$ cat config.mk
export PLATFORM = sky130hd
export DESIGN_NAME = spu_ex_issue_sched
export DESIGN_NICKNAME = d
export VERILOG_FILES = /design/src/rtl/spu_ex_issue_sched.sv
export SDC_FILE = /design/constraint.sdc
export NUM_CORES = 2
export LEC_CHECK = 0
export ABC_AREA = 1
export CAP_MARGIN = 20
export CORE_ASPECT_RATIO = 1.5
export CORE_UTILIZATION = 50
export DETAILED_ROUTE_END_ITERATION = 10
export GPL_TIMING_DRIVEN = 1
export MAX_ROUTING_LAYER = met4
export PLACE_DENSITY = 0.72
export SLEW_MARGIN = 10
export SYNTH_ARGS = -nofsm -noshare
export SYNTH_HDL_FRONTEND = slang
export SYNTH_SLANG_ARGS = --single-unit
$ cat constraint.sdc
create_clock -name clk -period 3.2 [get_ports clk]
set_input_delay 0.32 -clock clk [delete_from_list [all_inputs] [get_ports clk]]
set_output_delay 0.32 -clock clk [all_outputs]
set_load 0.01 [all_outputs]
$ cat src/rtl/spu_ex_issue_sched.sv
// In-order issue/writeback scheduler for the 128-bit SPU execute stage. Results wait in a
// latency-indexed shift pipeline and leave through the single register-file write port.
module spu_ex_issue_sched #(
   parameter int unsigned LAT_W   = 3,
   parameter int unsigned MAX_LAT = 7,
   parameter int unsigned REG_W   = 7,
   parameter int unsigned DATA_W  = 128
) (
   input  logic              clk,
   input  logic              reset,
   input  logic              flush,
   input  logic              issue_valid,
   output logic              issue_ready,
   input  logic [LAT_W-1:0]  issue_latency,
   input  logic [REG_W-1:0]  issue_rt,
   input  logic [DATA_W-1:0] issue_data,
   input  logic [REG_W-1:0]  issue_ra,
   input  logic [REG_W-1:0]  issue_rb,
   input  logic [REG_W-1:0]  issue_rc,
   input  logic              issue_ra_v,
   input  logic              issue_rb_v,
   input  logic              issue_rc_v,
   output logic              wb_valid,
   output logic [REG_W-1:0]  wb_rt,
   output logic [DATA_W-1:0] wb_data,
   output logic              busy,
   output logic [LAT_W:0]    inflight_cnt,
   output logic [31:0]       stall_cycles
);

   logic [MAX_LAT-1:0] v_q, v_d;
   logic [REG_W-1:0]   rt_q   [MAX_LAT];
   logic [REG_W-1:0]   rt_d   [MAX_LAT];
   logic [DATA_W-1:0]  data_q [MAX_LAT];
   logic [DATA_W-1:0]  data_d [MAX_LAT];
   logic [31:0]        stall_q, stall_d;
   logic [LAT_W-1:0]   leff;
   logic               slot_conflict, raw, waw;
   logic [LAT_W:0]     cnt;

   assign leff = (issue_latency == '0) ? LAT_W'(1) : issue_latency;

   // Stage k writes back k cycles from now, so a valid st[leff] owns the slot we want.
   always_comb begin
      slot_conflict = 1'b0;
      raw           = 1'b0;
      waw           = 1'b0;
      for (int k = 0; k < MAX_LAT; k++) begin
         if (v_q[k]) begin
            if (LAT_W'(k) == leff) slot_conflict = 1'b1;
            if ((issue_ra_v && issue_ra == rt_q[k]) ||
                (issue_rb_v && issue_rb == rt_q[k]) ||
                (issue_rc_v && issue_rc == rt_q[k])) raw = 1'b1;
            if (issue_rt == rt_q[k]) waw = 1'b1;
         end
      end
   end

   assign issue_ready = !flush && !slot_conflict && !raw && !waw;

   always_comb begin
      for (int k = 0; k < MAX_LAT - 1; k++) begin
         v_d[k]    = v_q[k+1];
         rt_d[k]   = rt_q[k+1];
         data_d[k] = data_q[k+1];
      end
      v_d[MAX_LAT-1]    = 1'b0;
      rt_d[MAX_LAT-1]   = '0;
      data_d[MAX_LAT-1] = '0;
      if (issue_valid && issue_ready) begin
         for (int k = 0; k < MAX_LAT; k++) begin
            if (LAT_W'(k + 1) == leff) begin
               v_d[k]    = 1'b1;
               rt_d[k]   = issue_rt;
               data_d[k] = issue_data;
            end
         end
      end
      stall_d = stall_q;
      if (issue_valid && !issue_ready && stall_q != 32'hFFFF_FFFF) stall_d = stall_q + 32'd1;
   end

   always_ff @(posedge clk) begin
      if (reset) begin
         v_q     <= '0;
         stall_q <= '0;
         for (int k = 0; k < MAX_LAT; k++) begin
            rt_q[k]   <= '0;
            data_q[k] <= '0;
         end
      end else begin
         stall_q <= stall_d;
         if (flush) begin
            v_q <= '0;
         end else begin
            v_q    <= v_d;
            rt_q   <= rt_d;
            data_q <= data_d;
         end
      end
   end

   always_comb begin
      cnt = '0;
      for (int k = 0; k < MAX_LAT; k++) cnt = cnt + (LAT_W + 1)'(v_q[k]);
   end

   assign wb_valid     = v_q[0];
   assign wb_rt        = rt_q[0];
   assign wb_data      = data_q[0];
   assign busy         = |v_q;
   assign inflight_cnt = cnt;
   assign stall_cycles = stall_q;

endmodule

; Word level (Yosys, flattened, before mapping)
; Cells that the tools add are included.
; W data, S select, Z words.
[word_totals]
register_bits = 984
elab_cells = 179
input_bits = 166
out_inout_bits = 174
[classes]
muxes = 67
bitwise = 1
n_addsub = 7
n_reduce_logical = 51
eq_ne = 36
[op_table]
columns = op, n
row1 = $mux W128, 7
row2 = $mux W896, 1
row3 = $eq A7 B7 Y1, 28
row4 = $mux W1, 49
row5 = $mux W49, 1
row6 = $mux W7, 7
row7 = $add A32 B1 Y32 const B, 1
row8 = $ne A32 B32 Y1 const B, 1
row9 = $logic_and A1 B1 Y1, 27
row10 = $logic_or A1 B1 Y1, 14
row11 = $add A4 B1 Y4, 3
row12 = $eq A3 B3 Y1 const A, 4
row13 = $reduce_or A7 Y1, 1
row14 = $eq A2 B3 Y1 const A, 2
row15 = $logic_not A3 Y1, 2
row16 = $mux W6, 1
row17 = $logic_not A1 Y1, 5
row18 = $add A3 B1 Y4, 1
row19 = $add A2 B1 Y3, 1
row20 = $eq A1 B3 Y1 const A, 1
row21 = $mux W3, 1
row22 = $reduce_or A3 Y1, 1
row23 = $add A1 B1 Y2, 1
row24 = $reduce_or A2 Y1, 1
row25 = $not A1 Y1, 1

; Longest topological paths before layout
[depth]
ltp_word = 24
mapped_depth = 20
ltp_nobuf = 17

; Worst setup path before layout
; OpenSTA, ideal clock, no wires.
[synth_timing]
path_type = register to output
startpoint = register v_q[0]
endpoint = output inflight_cnt[1]
path_buffers = 0
arrival_ns = 2.347
stages_incl_launch_ff = 9
slack_ns = 0.533
required_ns = 2.880
path_cell_list = dfxtp_1 -> fa_1 -> inv_1 -> fa_1 -> inv_1 -> fa_1 -> inv_1 -> fa_1 -> inv_1
[synth_via]
elab_chain_len = 6
[synth_lines]
columns = element, line_no
row1 = "start, declared", 31  ; logic [MAX_LAT-1:0] v_q, v_d;
row2 = "start signal, assigned", 96  ; v_q <= v_d;
row3 = $add A1 B1 Y2, 105  ; for (int k = 0; k < MAX_LAT; k++) cnt = cnt + (LAT_W + 1)'(v_q[k]);
row4 = $add A2 B1 Y3, 105
row5 = $add A3 B1 Y4, 105
row6 = $add A4 B1 Y4 (3 in a row), 105
row7 = "end, declared", 27  ; output logic [LAT_W:0] inflight_cnt,
; Every way passes these cells.

; Worst setup path after layout
; Ends and elaborated chain as after synthesis.

==> results.yml <==
yosys:
  synthSimpleGateAreaFrac: 0.455
  synth_compound_area_frac: 0.0546
  synth.distinct_cells: 37
  ys_seq_area_frac: 0.327
  yosys-top-cells-area: "nand2_1 33%, dfxtp_1 33%, nand3_1 5.9%"
  synth_top_area_frac: 0.332
  ys_ff_latch: 984
  synth_xor_area_frac: 0.0111
  syn_nets: 9773
  avgSynthCellArea_um2: 6.27
  yosysTopAreaCell: "nand2_1"
  syn_area_um2: 60200
  synth_top_family_by_area: "simple AND/OR/NAND/NOR gates"
  netlist_instances: 9601
  synth_mux_area_frac: 0.0479
  ys.warnings.count: 0
  synth_fa_ha_area_frac: 0.00174
placed_design:
  io_buffers: 338
  gp_congestion: 1.04
  place_inst: 11000
  dpl.hpwl_mm: 131
  place_worst_setup_slack_ns: -0.584
layout:
  fin_nets: 9702
  area_delta_synth_final_pct: 12.7
  multi_input_area_um2: 34400
  drive_gt1_frac: 0.120
  fillerInstances: 11700
  regArea_um2: 19700
  final_cells: 11200
critical_path:
  rrSetupSlack_ns: 0.16
  worstSetupPathType: "flip-flop to primary output"
  rr_startpoint: "rt_q[28]"
  r2r_end: "data_q[497]"
  reg2regPathDepth: 18
  cp.required_ns: 2.88
  cp-end-kind: "primary output"
  crit_arrival_ns: 3.18
  critPathMaxFanout: 2
  start_kind: "flip-flop"
worst_hold_path:
  hold_start: "issue_valid"
  min_to: "rt_q[35]"
  hold_path_class: "primary input to flip-flop"
  hold_depth: 5
clock_network:
  clock_latency_ns: 0.73
  cts_buffers: 101
  cts_tree: "done"
  cts_num_sinks: 984
  cts_buffer_depth: 3
  root_buffer: "clkbuf_16"
  htreeDepth: 3
  clkTransAtPathRegs_ns: 0.07
  cts_hold_buffers: 0
global_route:
  antenna_found_initial: 11
  grt_overflow_total: 0
  track_usage: 0.331
  grt_pass1_wl_mm: 315
  grt_pass1_vias: 56600
  grt_start_max_net_pins: 209
power:
  switchingPower_mw: 7.64
  pwr-share-seq: 0.441
  peakVddDrop_uv: 456
  powerDensity_nw_per_um2: 415
  cellInternalPower_mw: 20.5
  clock_power_share: 0.440
  sw_frac_of_total: 0.271
  leakage_nw: 32.8
  comb_power_share: 0.119
routing:
  routed.top_layer: "met4"
  viasPerCell: 5.38
  dr_wl_met3_mm: 9.84
  num_vias: 60200
  wl_met2_mm: 99.6
  drt-initial-drc-count: 4843
  drc_errors: 0
  postRouteAntennaNets: 0
  first_pass_iters: 8
  drt-total-wl_mm: 200
  drt-met1-wl_mm: 81.7
  avgRoutedWirePerCell_um: 17.9
die:
  die_x_um: 285
  rows: 155
  die-area_um2: 122000
  ios: 340
  fp.dieH_um: 427
  initial_core_util: 0.505
  core_area_um2: 119000
sta:
  maxSlewViolCount: 0
  finalHoldViolations: 0
  layout_min_cycle_time_ns: 3.50
  max_freq_mhz: 286
  post-route-period-util: 1.09
  skew_ns: 0.0444
  tightest_slew_ns: 1.13
  rsz0062_at_grt: "yes"
  max_slew_margin: 0.250
  finalSetupViolations: 2
  setup_tns_ns: -0.398
  holdWs_ns: 0.115
  fin_ws_ns: -0.302
status:
  status: "complete, but fails checks"
  violations: "negative setup slack"
flow_run:
  maxCapViolCount: 0
==> cells in the final DEF (no fill, tap or decap), drive strengths merged, types with 4 or more instances in the layout <==
| cell | instances |
|---|---|
| xnor2 | 43 |
| buf | 339 |
| nand4 | 22 |
| nor3 | 23 |
| clkinv | 27 |
| mux2 | 256 |
| clkbuf | 142 |
| clkdlybuf4s50 | 333 |
| o21ai | 569 |
| o211ai | 8 |
| xor2 | 33 |
| bufinv | 8 |
| nand2 | 5325 |
| dfxtp | 984 |
| inv | 276 |
| nand3 | 1013 |
| nor4 | 9 |
| o22ai | 7 |
| fa | 4 |
| nor2 | 112 |
| clkinvlp | 4 |
| a21oi | 64 |
| diode | 12 |
==> cell usage after synthesis <==
cell type / count
nor3_1: 23
nand4_1: 22
buf_6: 17
nor4_1: 9
xor2_1: 33
ha_1: 2
fa_1: 4
buf_12: 28
o21ai_1: 8
nor2_4: 2
nand2_1: 5323
nor2_2: 3
buf_8: 52
o21ai_0: 561
clkbuf_2: 3
nor2_1: 106
clkbuf_1: 334
inv_1: 240
conb_1: 1
nand3_2: 307
xnor2_1: 43
o31ai_1: 1
nand2_2: 1
a21oi_1: 64
o211ai_1: 8
mux2_2: 256
inv_2: 35
nand3_1: 706
o2111ai_1: 1
buf_1: 40
buf_4: 141
nor2_8: 1
buf_2: 232
nand3b_1: 2
o22ai_1: 7
dfxtp_1: 984
nand2_4: 1
==> sequential cells by signal, indices dropped and copies added, names as in the netlist <==
signal / cells
v_q: 7
stall_cycles: 32
data_q: 768
wb_rt: 7
wb_data: 128
rt_q: 42
==> cell type report <==
cell class              count  share of cell area
multi-input cells        7495               0.507
flip-flops and latches    984               0.290
repair buffers            673               0.107
clock buffers             142              0.0436
well taps                1570              0.0289
inverters                 275              0.0155
clock inverters            40             0.00715
diodes                     12            0.000442
==> worst max-delay path, stage by stage (launching register included) <==
cell	delay, ns
dfxtp_2	0.33
fa_1	0.54
inv_1	0.05
fa_1	0.47
inv_1	0.05
fa_2	0.33
inv_2	0.07
fa_2	0.42
inv_2	0.10
buf_6	0.10
==> kinds of logic after synthesis <==
kind of cell / after synthesis
AOI/OAI and AO/OA: 650
xor gates and xnor gates: 76
adders and majority gates: 6
buffers and inverters: 1122
DFF: 984
muxes: 256
other: 1
and+or+nand+nor: 6506
==> power by group through the flow <==
stage | Clock (mW) | Sequential, mW | Combinational (mW)
global route | 13.1 | 12.4 | 3.58
finish | 12.4 | 12.4 | 3.35
detailed placement | 0 | 12.7 | 3.30
global placement | 0 | 12.7 | 3.28
CTS | 12.6 | 12.4 | 3.33
floorplan | 0 | 12.7 | 2.10
==> per-stage QoR <==
stage	util	area (um2)	total power [mW]
2_1_floorplan	-	60200	14.8
3_3_place_gp	0.539	64300	16.0
3_5_place_dp	0.539	64300	16.0
4_1_cts	0.569	67800	28.4
5_1_grt	0.569	67900	29.1
6_report	0.569	67900	28.2
==> how the worst max path moves through the flow <==
| stage | startpoint | slack [ns] | endpoint | cells past startpoint |
|---|---|---|---|---|
| 2_1_floorplan | v_q[0] | 0.53 | inflight_cnt[1] | 8 |
| 3_5_place_dp | issue_rt[0] | -0.58 | rt_q[0] | 16 |
| 6_report | v_q[0] | -0.30 | inflight_cnt[1] | 9 |
| 5_1_grt | v_q[0] | -0.39 | inflight_cnt[1] | 9 |
| 4_1_cts | v_q[1] | -0.37 | inflight_cnt[1] | 9 |
| 3_3_place_gp | issue_rt[0] | -0.58 | rt_q[0] | 16 |
==> timing repair <==
item                       4_1_cts  5_1_grt
buffers inserted                 5        1
resized for setup               41        5
pin swaps                        4        3
cloned                           1        0
setup endpoints to repair      137       74
==> routing by layer <==
layer  global-route usage  vias to the layer above
met3               0.0400                      442
met2                0.572                     1786
li1                     -                    29800
met4                0.154                        0
met1                0.381                    28100
met5                    -                        -
(Power assumes the default switching activity.)
